**src/rtl/riscv_mpsoc_pkg.sv**
```systemverilog
// Shared write-back types for the register-file write arbiter.
package riscv_mpsoc_pkg;

  localparam int RV_XLEN    = 64;
  localparam int RV_AR_BITS = 5;

  // Widest entry the arbiter selects between; narrower builds zero-extend into it.
  typedef struct packed {
    logic [RV_AR_BITS-1:0] dst;
    logic [RV_XLEN-1:0]    dstv;
  } wb_entry_t;

  // x0 is hardwired to zero, so it never produces a register-file write.
  function automatic logic wb_writes(input logic [RV_AR_BITS-1:0] dst);
    return dst != '0;
  endfunction

endpackage

```
**src/rtl/riscv_wb_fifo.sv**
```systemverilog
// Load-result buffer: power-of-two circular FIFO with a flat view of all entries
// and their valid bits, so the parent can pick the head and scan for hazards.
module riscv_wb_fifo #(
  parameter int W     = 69,
  parameter int DEPTH = 2
) (
  input  logic               clk,
  input  logic               rst,
  input  logic               push,
  input  logic [W-1:0]       push_data,
  input  logic               pop,
  output logic               full,
  output logic               empty,
  output logic [$clog2(DEPTH)-1:0] rd_ptr,
  output logic [DEPTH*W-1:0] ent_data,
  output logic [DEPTH-1:0]   ent_vld
);

  localparam int PW = $clog2(DEPTH);

  logic [DEPTH-1:0][W-1:0] mem_q, mem_d;
  logic [PW-1:0]           wr_ptr_q, wr_ptr_d;
  logic [PW-1:0]           rd_ptr_q, rd_ptr_d;
  logic [PW:0]             cnt_q, cnt_d;
  logic                    do_push, do_pop;

  assign full     = cnt_q == (PW+1)'(DEPTH);
  assign empty    = cnt_q == '0;
  assign do_push  = push && !full;
  assign do_pop   = pop && !empty;
  assign rd_ptr   = rd_ptr_q;
  assign ent_data = mem_q;

  always_comb begin
    mem_d    = mem_q;
    wr_ptr_d = wr_ptr_q;
    rd_ptr_d = rd_ptr_q;
    cnt_d    = cnt_q;
    if (do_push) begin
      mem_d[wr_ptr_q] = push_data;
      wr_ptr_d        = wr_ptr_q + PW'(1);
    end
    if (do_pop) rd_ptr_d = rd_ptr_q + PW'(1);
    case ({do_push, do_pop})
      2'b10:   cnt_d = cnt_q + (PW+1)'(1);
      2'b01:   cnt_d = cnt_q - (PW+1)'(1);
      default: cnt_d = cnt_q;
    endcase
  end

  always_ff @(posedge clk) begin
    if (rst) begin
      mem_q    <= '0;
      wr_ptr_q <= '0;
      rd_ptr_q <= '0;
      cnt_q    <= '0;
    end else begin
      mem_q    <= mem_d;
      wr_ptr_q <= wr_ptr_d;
      rd_ptr_q <= rd_ptr_d;
      cnt_q    <= cnt_d;
    end
  end

  // Slot i is live when its distance from the read pointer is below the count.
  for (genvar i = 0; i < DEPTH; i++) begin : g_vld
    logic [PW-1:0] off;
    assign off        = PW'(i) - rd_ptr_q;
    assign ent_vld[i] = {1'b0, off} < cnt_q;
  end

endmodule

```
**src/rtl/riscv_wb_arb.sv**
```systemverilog
// Register-file write-back arbiter: buffered load results win over execute results.
// Define RISCV_WB_HAZARD_EN to add the chk_src1/chk_src2/chk_hit hazard-check port.
module riscv_wb_arb
  import riscv_mpsoc_pkg::*;
#(
  parameter int XLEN       = 64,
  parameter int AR_BITS    = 5,
  parameter int FIFO_DEPTH = 2
) (
  input  logic               clk,
  input  logic               rst,
  input  logic               ex_valid,
  output logic               ex_ready,
  input  logic [AR_BITS-1:0] ex_dst,
  input  logic [XLEN-1:0]    ex_dstv,
  input  logic               mem_valid,
  output logic               mem_ready,
  input  logic [AR_BITS-1:0] mem_dst,
  input  logic [XLEN-1:0]    mem_dstv,
  input  logic               du_stall,
  output logic               rf_we,
  output logic [AR_BITS-1:0] rf_dst,
  output logic [XLEN-1:0]    rf_dstv,
  output logic               wb_busy
`ifdef RISCV_WB_HAZARD_EN
  ,
  input  logic [AR_BITS-1:0] chk_src1,
  input  logic [AR_BITS-1:0] chk_src2,
  output logic               chk_hit
`endif
);

  localparam int EW = AR_BITS + XLEN;
  localparam int PW = $clog2(FIFO_DEPTH);

  logic                           fifo_push, fifo_pop, fifo_full, fifo_empty;
  logic [PW-1:0]                  fifo_rd_ptr;
  logic [FIFO_DEPTH*EW-1:0]       ent_data;
  logic [FIFO_DEPTH-1:0]          ent_vld;
  logic [FIFO_DEPTH-1:0][EW-1:0]  ent_arr;
  logic [EW-1:0]                  head;
  wb_entry_t                      sel;
  logic                           sel_vld;
  logic                           rf_we_d, rf_we_q;
  logic [AR_BITS-1:0]             rf_dst_d, rf_dst_q;
  logic [XLEN-1:0]                rf_dstv_d, rf_dstv_q;

  // Acceptance looks only at registered occupancy, never at a same-cycle pop.
  assign mem_ready = !rst && !fifo_full;
  assign ex_ready  = !rst && !du_stall && fifo_empty;
  assign fifo_push = mem_valid && mem_ready;
  assign fifo_pop  = !rst && !du_stall && !fifo_empty;

  assign ent_arr = ent_data;
  assign head    = ent_arr[fifo_rd_ptr];
  assign wb_busy = |ent_vld;

  riscv_wb_fifo #(
    .W     (EW),
    .DEPTH (FIFO_DEPTH)
  ) u_fifo (
    .clk       (clk),
    .rst       (rst),
    .push      (fifo_push),
    .push_data ({mem_dst, mem_dstv}),
    .pop       (fifo_pop),
    .full      (fifo_full),
    .empty     (fifo_empty),
    .rd_ptr    (fifo_rd_ptr),
    .ent_data  (ent_data),
    .ent_vld   (ent_vld)
  );

  always_comb begin
    sel     = '0;
    sel_vld = 1'b0;
    if (fifo_pop) begin
      sel_vld  = 1'b1;
      sel.dst  = RV_AR_BITS'(head[EW-1:XLEN]);
      sel.dstv = RV_XLEN'(head[XLEN-1:0]);
    end else if (ex_valid && ex_ready) begin
      sel_vld  = 1'b1;
      sel.dst  = RV_AR_BITS'(ex_dst);
      sel.dstv = RV_XLEN'(ex_dstv);
    end
    rf_we_d   = sel_vld && wb_writes(sel.dst);
    rf_dst_d  = sel_vld ? AR_BITS'(sel.dst) : rf_dst_q;
    rf_dstv_d = sel_vld ? XLEN'(sel.dstv)   : rf_dstv_q;
  end

  always_ff @(posedge clk) begin
    if (rst) begin
      rf_we_q   <= 1'b0;
      rf_dst_q  <= '0;
      rf_dstv_q <= '0;
    end else begin
      rf_we_q   <= rf_we_d;
      rf_dst_q  <= rf_dst_d;
      rf_dstv_q <= rf_dstv_d;
    end
  end

  assign rf_we   = rf_we_q;
  assign rf_dst  = rf_dst_q;
  assign rf_dstv = rf_dstv_q;

`ifdef RISCV_WB_HAZARD_EN
  // A source hits if a pending load or the write currently on the port targets it.
  always_comb begin
    chk_hit = 1'b0;
    for (int i = 0; i < FIFO_DEPTH; i++) begin
      if (ent_vld[i] && chk_src1 != '0 && ent_arr[i][EW-1:XLEN] == chk_src1) chk_hit = 1'b1;
      if (ent_vld[i] && chk_src2 != '0 && ent_arr[i][EW-1:XLEN] == chk_src2) chk_hit = 1'b1;
    end
    if (rf_we_q && chk_src1 != '0 && rf_dst_q == chk_src1) chk_hit = 1'b1;
    if (rf_we_q && chk_src2 != '0 && rf_dst_q == chk_src2) chk_hit = 1'b1;
  end
`endif

endmodule

```
**config.mk**
```make
export PLATFORM = sky130hd
export DESIGN_NAME = riscv_wb_arb
export DESIGN_NICKNAME = d
export VERILOG_FILES = /design/src/rtl/riscv_mpsoc_pkg.sv /design/src/rtl/riscv_wb_fifo.sv /design/src/rtl/riscv_wb_arb.sv
export SDC_FILE = /design/constraint.sdc
export NUM_CORES = 1
export LEC_CHECK = 0
export BUFFER_PORTS_ARGS = -buffer_cell sky130_fd_sc_hd__buf_2
export CORE_UTILIZATION = 53
export DETAILED_ROUTE_END_ITERATION = 12
export HOLD_SLACK_MARGIN = 0.03
export PLACE_DENSITY = 0.79
export SKIP_CTS_REPAIR_TIMING = 1
export SLEW_MARGIN = 20
export SYNTH_ARGS = -nofsm -noshare
export SYNTH_HDL_FRONTEND = slang
export SYNTH_HIERARCHICAL = 1
export SYNTH_SLANG_ARGS = --single-unit
export TNS_END_PERCENT = 50
```
**constraint.sdc**
```tcl
create_clock -name clk -period 4.8 [get_ports clk]
set_clock_uncertainty 0.2 [all_clocks]
set_input_delay 0.48 -clock clk [delete_from_list [all_inputs] [get_ports clk]]
set_output_delay 0.48 -clock clk [all_outputs]
set_load 0.01 [all_outputs]
```
* Word-level counts from Yosys, hierarchy flattened
Index checks and enable logic that the tools add are counted.
Cells by class: $add $sub $neg 6, multiply operators 0, divide/modulo/power cells 0, $lt $le $gt $ge 5, equality and inequality tests 3, shift operators 0, multiplexer cells 10, bitwise logic cells 0, reduce and logical (&&, ||, !) cells 18
Operator list (number):
- 69-bit 2-to-1 mux | 5
- 138-bit bitwise mux | 1
- 69-bit demux with 1-bit select | 1
- 1-bit logical AND | 10
- 5-bit nonzero test | 1
- 2-bit == test, second input constant | 2
- 1-bit logical NOT | 4
- 1-bit by 2-bit < comparator with 1-bit output | 2
- 1-bit by 2-bit < comparator with 1-bit output, second input constant | 2
- 2-bit case mux with 2 select lines | 1
- 1-bit adder, second input constant | 2
- 2-bit by 1-bit adder with 2-bit output, second input constant | 1
- 2-bit by 1-bit == test with 1-bit output, second input constant | 1
- 2-bit logical NOT | 1
- 1-bit 2-to-1 mux | 2
- 2-bit nonzero test | 1
- 2-bit OR reduction | 1
- 1-bit subtractor, first input constant | 2
- 2-bit by 1-bit subtractor with 2-bit output, second input constant | 1
- 1-bit greater-or-equal comparator, second input constant | 1
Storage, ports and cells: flip-flop bits (word level) 212, bits in latches 0, memory bits (writable) 0, ROM bits 0, bits of input ports 143, output and inout port bits 73, memories kept 0

* Depth between registers and ports, before layout
word-level depth 8, gate-level depth with buffers 11

* Modules after synthesis
Netlist, hierarchy kept.
Modules (own cells, without submodules):
- riscv_wb_fifo | times used 1, cells an instance 633, area an instance 5967.0 um^2, sequential area each 2842.7 um^2
- riscv_wb_arb | times used 1, cells an instance 329, area an instance 3384.5 um^2, sequential area each 1401.3 um^2

* Worst setup path after synthesis
No wires, ideal clock.
path type reg2reg, from register u_fifo.cnt_q[0], to register u_fifo.cnt_q[1], library setup time 0.070 ns, data arrival time 2.048 ns, data required time 4.530 ns, path slack 2.482 ns, cell stages (with the launch flop) 11, path through dfxtp_1 > buf_6 > nand2b_4 > inv_1 > clkbuf_1 > nor2_1 > and2_1 > nand2_1 > ha_1 > or3_1 > a21oi_1
On the way: cells in the longest elaborated chain, start to end 7, elaborated cells between the ends (all ways) 15, classes of those cells add/sub (2); eq/ne (3); mux (1); reduce/logical (9)
RTL lines:
- start, declared | line riscv_wb_fifo.sv:24 | logic [PW:0] cnt_q, cnt_d;
- start signal, assigned | line riscv_wb_fifo.sv:61 | cnt_q <= cnt_d;
- 2-bit == test * | line riscv_wb_fifo.sv:27 | assign full = cnt_q == (PW+1)'(DEPTH);
- via fifo_full | line riscv_wb_arb.sv:36 | logic fifo_push, fifo_pop, fifo_full, fifo_empty;
- 1-bit logical NOT * | line riscv_wb_arb.sv:49 | assign mem_ready = !rst && !fifo_full;
- 1-bit logical AND * | line riscv_wb_arb.sv:49
- via mem_ready | line riscv_wb_arb.sv:17 | output logic mem_ready,
- 1-bit logical AND * | line riscv_wb_arb.sv:51 | assign fifo_push = mem_valid && mem_ready;
- via fifo_push | line riscv_wb_arb.sv:36
- 1-bit logical AND * | line riscv_wb_fifo.sv:29 | assign do_push = push && !full;
- 2-bit by 1-bit == test with 1-bit output / 2-bit == test (equally long branches) | line riscv_wb_fifo.sv:44 | case ({do_push, do_pop})
- 2-bit case mux with 2 select lines / 2-bit nonzero test (equally long branches)
Mark *: on every way through the listed nets, which the timed path passes. The rest lies on a longest branch. A chain may end at the register's enable or synchronous reset.

* Worst setup path after layout
from register u_fifo.cnt_q[0], to register u_fifo.mem_q (netlist bit u_fifo/ent_data[131])
On the way: cells in the longest elaborated chain, start to end 5
RTL lines:
- 2-bit == test | line riscv_wb_fifo.sv:27
- via fifo_full | line riscv_wb_arb.sv:36
- 1-bit logical NOT | line riscv_wb_arb.sv:49
- 1-bit logical AND | line riscv_wb_arb.sv:49
- 1-bit logical AND | line riscv_wb_arb.sv:51
- via fifo_push | line riscv_wb_arb.sv:36
- 1-bit logical AND | line riscv_wb_fifo.sv:29
- end signal, assigned | line riscv_wb_fifo.sv:58 | mem_q <= mem_d;
- end, declared | line riscv_wb_fifo.sv:21 | logic [DEPTH-1:0][W-1:0] mem_q, mem_d;
The timed path passes the listed nets, and every way through them passes these cells.

==> impl_metrics.py <==
metrics = {
    "floorplanning": {
        "num_rows": 48,
        "die-area_um2": 18200,
        "die_y_um": 135,
        "ios": 216,
        "start_util_pct": 54.3,
        "fp.dieW_um": 135,
        "core_um2": 17200,
    },
    "cells_and_area": {
        "register_area_um2": 4250,
        "syn2layout_area_growth_pct": 25.0,
        "drive_gt1_share_pct": 22.8,
        "design_area_um2": 11700,
        "multi_input_area_um2": 4600,
        "fillers": 1315,
        "nNetsFinal": 1329,
    },
    "grt": {
        "grt_usage_pct": 23.5,
        "grt-ovfl-total": 0,
        "grt_pass1_wl_um": 35000,
        "grt_pass1_vias": 7148,
        "grt_max_degree": 120,
        "antenna_found_initial": 2,
    },
    "power": {
        "finalPower_w": 0.00420,
        "p_sw_w": 0.000957,
        "power_leakage_nw": 4.57,
        "power_frac_clock_pct": 44.3,
        "power.density_nw_per_um2": 359,
        "vdd_drop_max_v": 0.000343,
        "swShare_pct": 22.8,
        "p_int_w": 0.00324,
        "p_comb_share_pct": 10.6,
        "seq_power_share_pct": 45.1,
    },
    "yosys": {
        "synth_area_leaders": "dfxtp_1 (45%), mux2i_1 (15%), nand2b_1 (9.4%)",
        "synth_common_cells": "dfxtp_1 (212), nand2b_1 (141), mux2i_1 (137)",
        "synth_flop_cell": "dfxtp_1",
        "synth_top_area_share_pct": 45.4,
        "synth_nets": 1106,
        "synth.cell_area_um2": 9350,
        "yosys_warnings": 6,
        "yosysTopAreaCell": "dfxtp_1",
        "synth_edf_count": 0,
        "async_flop_share_pct": 0,
        "ys_ff_latch": 212,
        "yosysMostFrequentCell": "dfxtp_1",
        "ys_seq_area_share_pct": 45.4,
        "netlist_instances": 962,
        "synth_cell_types": 39,
        "syn_avg_cell_area_um2": 9.72,
    },
    "sta": {
        "finalHoldViolations": 0,
        "setup_viol": 0,
        "rsz0062_at_grt": "no",
        "final_max_slew_viol_count": 0,
        "final.setup.tns_ns": 0,
        "fin_ws_ns": 2.09,
        "fin_crit_sh_pct": 56.5,
        "post-route-min-period_ns": 2.71,
        "max_freq_ghz": 0.369,
        "relSlewSlack_pct": 36.8,
        "tightestPinTransition_ns": 0.949,
    },
    "setup_path": {
        "worstSetupStartpointType": "flop",
        "crit_fanout": 27,
        "r2r_cells": 7,
        "critical_path_required_ns": 5.02,
        "cp.arrival_ns": 2.93,
        "critical_path_class": "reg -> reg",
        "critPathCaptureType": "flop",
    },
    "placed_design": {
        "hpwl_um": 13000,
        "port_buffers": 215,
        "place_ws_ns": 1.70,
        "gp_congestion": 0.733,
        "placed_cell_area_um2": 10300,
    },
    "detailed_routing": {
        "vias": 7713,
        "wirelength_um": 23000,
        "wl_per_cell_um": 16.1,
        "antenna_left": 0,
        "dr.pass1.iters": 5,
        "route.detailed.drc": 0,
        "first_iter_violations": 542,
        "viasPerCell": 5.41,
    },
    "clocking": {
        "insertion_delay_ns": 0.48,
        "ctsHtreeMaxLevel": 1,
        "clock_sinks": 212,
        "cts_buffers": 23,
        "path_clk_slew_ns": 0.06,
        "cts_tree": "yes",
        "clockBufferDepth": 3,
        "clk_root_buffer_cell": "clkbuf_16",
    },
    "worst_hold_path": {
        "hp-class": "in -> reg",
        "holdPathStages": 2,
    },
    "run_status": {
        "status": "finished clean",
    },
    "run": {
        "cap_violations": 0,
    },
}
## cell usage in the layout (no fill, tap or decap), types with 2 or more instances in the layout
cell	Yosys	layout
dlygate4sd3_1	0	57
o21ai_0	134	134
nand2b_1	141	139
a21oi_1	3	3
dfxtp_1	212	211
bufinv_16	0	3
o21ai_1	6	6
inv_2	1	2
nand2b_2	0	2
buf_2	19	214
xnor2_1	2	2
nand2_1	2	2
a221o_1	68	68
nor2b_1	70	70
nor2_1	73	73
a21o_1	2	2
inv_1	5	4
buf_4	1	11
clkbuf_16	0	24
clkbuf_8	0	7
mux2i_1	137	137
nor3_1	2	2
clkbuf_1	49	5
## kinds of logic after synthesis
group / share of synthesized area [%]
fa+ha+maj: 0.134
simple gates: 18.2
compound gates: 15.7
xor+xnor: 0.281
mux: 14.7
buf+inv: 5.58
flops: 45.4
## power by group through the flow
stage	Clock [W]	Sequential, W	Combinational, W
6_report	0.00186	0.00189	0.000445
5_1_grt	0.00197	0.00190	0.000487
4_1_cts	0.00189	0.00189	0.000407
3_5_place_dp	0	0.00193	0.000404
3_3_place_gp	0	0.00193	0.000398
2_1_floorplan	0	0.00194	0.000250
## registers in the layout, summed over array words and instances, names as in the netlist
signal and flops:
u_fifo/ent_data 138, rf_dstv 64, u_fifo/wr_ptr_q 1, u_fifo/cnt_q 2, u_fifo/rd_ptr 1, rf_dst 5, rf_we 1
## metrics by stage
stage	std cells	util (%)	hold WS [ns]
after floorplan	962	-	0.248
after global placement	1328	59.8	0.257
after detailed placement	1328	59.8	0.261
after CTS	1368	64.5	-0.0100
after global routing	1426	67.8	0.0273
final	1426	67.8	0.0192
## metal layers
layer / up-vias / wire (µm) / global-route usage (%)
met4: 2 / 449 / 5.68
met5: - / 13 / 0
met3: 35 / 1350 / 4.09
met2: 233 / 11200 / 39.3
met1: 3638 / 10000 / 31.4
li1: 3805 / - / -
## final cells by class
type	count	area share (%)
Antenna cell	1	0.0214
Multi-Input combinational cell	660	39.4
Sequential cell	212	36.3
Clock buffer	36	6.12
Clock inverter	4	0.813
Inverter	6	0.193
Tap cell	225	2.41
Timing Repair Buffer	282	14.7
## worst max-delay path, cell delays in order, from the launching register on
cell,delay (ns)
dfxtp_1,0.47
nand2b_4,0.21
inv_2,0.04
nor2_1,0.10
and2_1,0.25
and3_4,0.58
buf_4,0.50
mux2i_1,0.25
## path summary, 6_finish.rpt
path                                startpoint                                 to  slack [ns]
max               u_fifo/cnt_q[0]$_SDFFE_PP0P_  u_fifo/ent_data[131]$_SDFFE_PP0P_        2.09
min                                ex_dstv[55]           rf_dstv[55]$_SDFFE_PP0P_        0.02
max reg2reg       u_fifo/cnt_q[0]$_SDFFE_PP0P_  u_fifo/ent_data[131]$_SDFFE_PP0P_        2.09
min reg2reg  u_fifo/ent_data[114]$_SDFFE_PP0P_  u_fifo/ent_data[114]$_SDFFE_PP0P_        0.27
(Power assumes the default switching activity.)
